File: config.mk
export PLATFORM = sky130hd
export DESIGN_NAME = ps2_host_tx
export DESIGN_NICKNAME = d
export VERILOG_FILES = /design/src/rtl/ps2_host_tx.sv
export SDC_FILE = /design/constraint.sdc
export NUM_CORES = 1
export LEC_CHECK = 0
export ABC_CLOCK_PERIOD_IN_PS = 2000
export BUFFER_PORTS_ARGS = -buffer_cell sky130_fd_sc_hd__clkbuf_2
export CAP_MARGIN = 10
export CORE_MARGIN = 4
export CORE_UTILIZATION = 54
export DETAILED_ROUTE_END_ITERATION = 6
export GPL_TIMING_DRIVEN = 0
export PLACE_DENSITY = 0.75
export SLEW_MARGIN = 20
export SYNTH_ARGS = -nofsm -noshare
export SYNTH_HDL_FRONTEND = slang
export SYNTH_SLANG_ARGS = --single-unit
File: constraint.sdc
create_clock -name clk -period 2 [get_ports clk]
set_input_delay 0.2 -clock clk [delete_from_list [all_inputs] [get_ports clk]]
set_output_delay 0.2 -clock clk [all_outputs]
set_load 0.03 [all_outputs]
File: src/rtl/ps2_host_tx.sv
// Host-to-device PS/2 transmitter: inhibits the bus, issues a start bit, shifts
// one byte plus odd parity on device clock edges and checks the device ACK.
module ps2_host_tx #(
  parameter int unsigned INHIBIT_CYCLES = 2400,
  parameter int unsigned TIMEOUT_CYCLES = 360000
) (
  input  logic       clk,
  input  logic       reset,
  input  logic       ps2_clk,
  input  logic       ps2_data,
  input  logic       wr,
  input  logic [7:0] d,
  output logic       busy,
  output logic       done,
  output logic       err,
  output logic       ps2_clk_oe,
  output logic       ps2_data_oe
);

  localparam int unsigned TMR_MAX = (INHIBIT_CYCLES > TIMEOUT_CYCLES) ? INHIBIT_CYCLES : TIMEOUT_CYCLES;
  localparam int unsigned TW      = $clog2(TMR_MAX + 1);
  localparam logic [TW-1:0] INH_LAST = TW'(INHIBIT_CYCLES - 1);
  localparam logic [TW-1:0] TO_LAST  = TW'(TIMEOUT_CYCLES - 1);

  typedef enum logic [2:0] {IDLE, INHIBIT, REQ, SHIFT, ACK, WAITIDLE} state_t;

  state_t        state, state_nxt;
  logic [1:0]    clk_sync, data_sync;
  logic          clk_prev, fall_ce;
  logic [8:0]    sr, sr_nxt;
  logic [3:0]    cnt, cnt_nxt;
  logic [TW-1:0] tmr, tmr_nxt;
  logic          bit_oe, bit_oe_nxt;
  logic          done_nxt, err_nxt;
  logic          timeout;

  // Synchronizers idle high so that leaving reset never fakes a falling edge.
  always_ff @(posedge clk or posedge reset) begin
    if (reset) begin
      clk_sync  <= '1;
      data_sync <= '1;
      clk_prev  <= 1'b1;
      fall_ce   <= 1'b0;
    end else begin
      clk_sync  <= {clk_sync[0], ps2_clk};
      data_sync <= {data_sync[0], ps2_data};
      clk_prev  <= clk_sync[1];
      fall_ce   <= clk_prev & ~clk_sync[1];
    end
  end

  always_ff @(posedge clk or posedge reset) begin
    if (reset) begin
      state  <= IDLE;
      sr     <= '0;
      cnt    <= '0;
      tmr    <= '0;
      bit_oe <= 1'b0;
      done   <= 1'b0;
      err    <= 1'b0;
    end else begin
      state  <= state_nxt;
      sr     <= sr_nxt;
      cnt    <= cnt_nxt;
      tmr    <= tmr_nxt;
      bit_oe <= bit_oe_nxt;
      done   <= done_nxt;
      err    <= err_nxt;
    end
  end

  assign timeout = (tmr == TO_LAST);

  always_comb begin
    state_nxt  = state;
    sr_nxt     = sr;
    cnt_nxt    = cnt;
    tmr_nxt    = tmr;
    bit_oe_nxt = bit_oe;
    done_nxt   = 1'b0;
    err_nxt    = 1'b0;
    case (state)
      IDLE: begin
        if (wr) begin
          state_nxt  = INHIBIT;
          sr_nxt     = {~^d, d};
          cnt_nxt    = '0;
          tmr_nxt    = '0;
          bit_oe_nxt = 1'b0;
        end
      end
      INHIBIT: begin
        if (tmr == INH_LAST) begin
          state_nxt = REQ;
          tmr_nxt   = '0;
        end else begin
          tmr_nxt = tmr + TW'(1);
        end
      end
      REQ: begin
        state_nxt  = SHIFT;
        tmr_nxt    = '0;
        cnt_nxt    = '0;
        bit_oe_nxt = 1'b1;
      end
      SHIFT, ACK, WAITIDLE: begin
        tmr_nxt = tmr + TW'(1);
        if (timeout) begin
          state_nxt  = IDLE;
          bit_oe_nxt = 1'b0;
          err_nxt    = 1'b1;
        end else if (state == SHIFT) begin
          // cnt 0..8 present data/parity bits, cnt 9 presents the released stop bit.
          if (fall_ce) begin
            if (cnt == 4'd9) begin
              bit_oe_nxt = 1'b0;
              state_nxt  = ACK;
            end else begin
              bit_oe_nxt = ~sr[0];
              sr_nxt     = {1'b0, sr[8:1]};
              cnt_nxt    = cnt + 4'd1;
            end
          end
        end else if (state == ACK) begin
          if (fall_ce) begin
            if (!data_sync[1]) begin
              state_nxt = WAITIDLE;
            end else begin
              state_nxt = IDLE;
              err_nxt   = 1'b1;
            end
          end
        end else begin
          if (clk_sync[1] && data_sync[1]) begin
            state_nxt = IDLE;
            done_nxt  = 1'b1;
          end
        end
      end
      default: state_nxt = IDLE;
    endcase
  end

  assign busy        = (state != IDLE);
  assign ps2_clk_oe  = (state == INHIBIT) || (state == REQ);
  assign ps2_data_oe = (state == REQ) || ((state == SHIFT) && bit_oe);

endmodule
* Word-level counts from Yosys, hierarchy flattened
Cells that the tools add are included.
** Word-level totals
- Output and inout bits :: 5
- Memories :: 0
- Register bits :: 44
- Bits in latches :: 0
- Memory bits (writable) :: 0
- Bits in read-only memories :: 0
- Input bits :: 13
** Operators by class
- Bitwise operators :: 3
- Mux-type cells :: 43
- Equal/unequal tests :: 20
- Shift-type cells :: 0
- $lt $le $gt $ge :: 0
- $add $sub $neg :: 2
- Divide/modulo/power cells :: 0
- Reduce and logical (&&, ||, !) cells :: 16
- $mul :: 0
** Operators with widths (count)
- $pmux W19 S4 :: 1
- $mux W9 :: 5
- $mux W19 :: 2
- $mux W3 :: 10
- $mux W4 :: 5
- $add A19 B1 Y19 const B :: 1
- $eq A19 B12 Y1 const B :: 1
- $eq A19 B19 Y1 const B :: 1
- $pmux W9 S2 :: 1
- $reduce_and A6 Y1 :: 3
- $mux W1 :: 16
- $ne A2 B2 Y1 const B :: 6
- $ne A4 B4 Y1 const B :: 3
- $pmux W3 S4 :: 1
- $pmux W4 S3 :: 1
- $reduce_xnor A8 Y1 :: 1
- $eq A3 B2 Y1 const B :: 2
- $eq A3 B3 Y1 const B :: 2
- $ne A3 B3 Y1 const B :: 2
- $reduce_bool A3 Y1 :: 2
- $ne A5 B5 Y1 const B :: 1
- $add A4 B1 Y4 const B :: 1
- $eq A4 B4 Y1 const B :: 1
- $reduce_and A4 Y1 :: 1
- other kinds (11) :: 14

* Longest topological paths before layout
- Depth in word-level cells :: 6
- Gate-level depth with buffers :: 7
- Mapped depth without buffers :: 7

* Worst setup path before layout
Ideal clock, no wire load.
- Path type :: flip-flop to flip-flop
- Start :: reg tmr[0]
- End :: reg sr[0]
- Arrival time :: 1.936 ns
- Period minus slack after synthesis :: 2.061 ns
- Setup slack :: -0.061 ns
- Buffers on the path :: 0
- Required time :: 1.875 ns
- Library setup time :: 0.125 ns
- Stages on the path, launching flop included :: 7
- Cell sequence :: dfrtp_1 ha_1 nor2b_1 nand4_4 o21a_1 a21boi_4 mux2_2
** On the way
- Word-level cells in the longest chain between the ends :: 3
** RTL lines
- from (decl) :: line 32 : logic [TW-1:0] tmr, tmr_nxt;
- from (signal assigned) :: line 65 : tmr <= tmr_nxt;
- $eq A19 B19 Y1 :: line 72 : assign timeout = (tmr == TO_LAST);
- $ne A2 B2 Y1 (no source line)
- $reduce_and A6 Y1 (no source line)
- to (signal assigned) :: line 63 : sr <= sr_nxt;
- to (decl) :: line 30 : logic [8:0] sr, sr_nxt;
No other way between the ends.
A chain may end at the register's enable or synchronous reset.

* Worst setup path after layout
- Start :: reg tmr[16]
- End :: reg tmr[15]
** On the way
- Word-level cells in the longest chain between the ends :: 3
** RTL lines
- $eq A19 B12 Y1 :: line 93 : if (tmr == INH_LAST) begin
- $mux W19 :: line 93
- $pmux W19 S4 :: line 82 : case (state)
No other way between the ends.

==> flow_summary.ini <==
[min_path]
min_path_cells = 3
hp-start = d[1]
hp-class = in2reg

[timing]
clock.fmax_mhz = 493
final_max_slew_viol_count = 0
whs_ps = 285
period_needed_ps = 2030
finalHoldViolations = 0
fin_ws_ps = -29.0
skew_ps = 7.15
rsz0062_at_grt = yes
worstMarginPinSlew_ps = 529
finalSetupViolCount = 2
fin_crit_sh_pct = 101
relSlewSlack_pct = 64.7

[floorplanning]
die_y_um = 76.6
core_area_mm2 = 0.00444
dieWidth_um = 76.6
die_area_mm2 = 0.00586
ios = 18
start_util_pct = 57.1
row_count = 24

[setup_path]
required_ps = 2200
critPathMaxFanout = 8
reg2reg_from = tmr[16]$_DFFE_PP0P_
path_class = reg2reg
critPathLaunchType = flop
rrSetupSlack_ps = -30
cp.arrival_ps = 2220
endpoint_kind = flop
crit_start = tmr[16]$_DFFE_PP0P_
rr_worst_depth = 5

[yosys]
async_flop_share_pct = 100
ys_ff_latch = 44
synth_cell_type_count = 56
synth_area_leaders = dfrtp_1 (38%), mux2_2 (7.5%), dfstp_2 (5.2%), a31oi_1 (4.2%), nand2_1 (3.6%)
synth_nets = 278
ys.flop_type = dfrtp_1
synthDominantCellAreaShare_pct = 38.5
synth-edff-count = 0
syn_area_per_cell_um2 = 9.68
synthesis.area_mm2 = 0.00254
ys_warn_count = 0
synth_seq_area_share_pct = 43.6
yosys.area.top_type = dfrtp_1
postSynthCellCount = 262

[clocking]
cts_root_buf = clkbuf_8
path_clk_slew_ps = 90
clk_latency_ps = 300
cts_buffer_depth = 2
h-tree-depth = 2
cts_tree = yes
clock-sinks = 44
cts_made_buffers = 5

[global_route]
grt_pass1_vias = 1965
grt_max_degree = 35
grt_usage_pct = 19.7
gr-total-overflow = 0
grt_first_pass_wirelength_um = 9430
antenna_found_initial = 0

[layout]
utilization_pct = 69.7
syn_to_final_growth_pct = 22.1
fill_cells = 335
drive_gt1_share_pct = 31.1
final_net_count = 320
diodes = 0

[pwr]
p_leak_nw = 1.34
ir_drop_uv = 491
powerDensity_mw_per_mm2 = 773

[detailed_routing]
wl_um = 5950
remaining_drc_errors = 0
postRouteAntennaNets = 0
drtIter0Drc = 250
vias = 2255
wire_per_inst_um = 16.7
viasPerCell = 6.32
drt_first_pass_iters = 5

[placement]
numPortBuffers = 17
gp_congestion = 0.804
dpl.hpwl_um = 3850

[flow_run]
drv_cap = 0

[status]
outcome = finished with violations
violations = setup timing
## worst max-delay path, cell delays in order, from the launching register on
cell     delay [ps]
dfrtp_1         450
or4b_4          560
nor3_4          250
nand3_4         180
a32o_1          310
a31o_1          180
## power by group
part           switching [mW]  total (mW)  internal [mW]  leakage, nW
registers               0.151        1.21           1.06        0.553
clock network           0.314       0.593          0.280       0.0434
logic                   0.280       0.597          0.317        0.742
## cell usage in the layout, fill, tap and decap left out, types with 3 or more instances in the layout
cell            n
nand2_1        23
o21ai_0         8
inv_1          10
nor2_1         14
dlygate4sd3_1   3
o31ai_1         4
clkbuf_8        6
nor3_1          7
o22ai_1         5
dfrtp_2         4
mux2_2         17
dfstp_2         5
clkbuf_2       18
buf_4          11
buf_6           5
nand3b_1        5
and3_1          4
nand4_1         6
a21oi_1        12
dfrtp_1        35
nand3_1        11
a31oi_1        14
xnor2_1         9
## layout make-up
cell class	count	area (µm²)	area share [%]
sequential	44	1110	35.9
buffer	9	56.3	1.82
multi-input combinational	197	1460	47.0
inverter	11	41.3	1.33
clock inverter	2	15.0	0.484
clock buffer	6	82.6	2.66
timing repair buffer	36	272	8.76
tap	52	65.1	2.10
## sequential cells by signal, indices dropped and copies added (netlist names), 2 cells and up
| name | cells |
|---|---|
| tmr | 19 |
| clk_sync | 2 |
| data_sync | 2 |
| cnt | 4 |
| state | 3 |
| sr | 9 |
## synthesized netlist by cell type, types with 2 or more instances
cell type and number:
a21o_1 2, nand4_1 6, xnor2_1 9, mux2_2 17, or4b_1 2, dfrtp_1 39
nand2b_1 2, a22o_1 2, xor2_1 2, or3_1 2, and3_1 4, nor3_1 7
buf_2 3, nor4_1 2, nor2_1 14, nand3b_1 5, o21ai_1 3, ha_1 3
nand2_1 24, a21oi_1 12, a31oi_1 17, o21a_1 3, mux2i_1 2, nand3_1 11
inv_1 11, o31ai_1 4, clkbuf_1 5, dfstp_2 5, nor2b_1 3, and2_1 2
o21ai_0 9, and4_1 2, o22ai_1 5
## logic make-up after synthesis
kind of cell | synth area share [%]
simple gates | 21.9
compound gates | 17.5
flops | 43.6
buf+inv | 3.40
mux | 8.33
xor+xnor | 3.80
fa+ha+maj | 1.48
## metrics by stage
step	total power [mW]	cell area, µm²	cells	setup slack [ps]	setup TNS [ps]
final	2.40	3100	357	-29.0	-35.7
after global routing	2.53	3100	357	-98.3	-938
after CTS	2.30	2920	346	-11.3	-14.6
after detailed placement	1.66	2710	332	-280	-3940
after global placement	1.63	2690	331	-231	-2650
after floorplan	1.52	2540	262	8.93	0
## timing repair
item                                    4_1_cts  5_1_grt
hold buffers                                  3        0
pin swaps                                     2        8
endpoints found under the setup margin       29       29
endpoints found under the hold margin        12        0
resized for setup                            12       24
setup buffers                                 4       10
cloned                                        0        1
## routing by layer
layer	routed length, µm	GRT usage (%)	up-vias
met4	99	6.34	0
met1	2640	29.2	1079
met3	469	4.49	13
li1	-	-	1054
met2	2740	28.5	109
met5	0	0	-
## final timing paths
| kind | endpoint |
|---|---|
| max | tmr[15]$_DFFE_PP0P_ |
| max reg2reg | tmr[15]$_DFFE_PP0P_ |
| max in group asynchronous | data_sync[1]$_DFF_PP1_ |
| min reg2reg | clk_sync[1]$_DFF_PP1_ |
| min in group asynchronous | tmr[6]$_DFFE_PP0P_ |
| min | sr[1]$_DFFE_PP0P_ |
(Power assumes the default switching activity.)
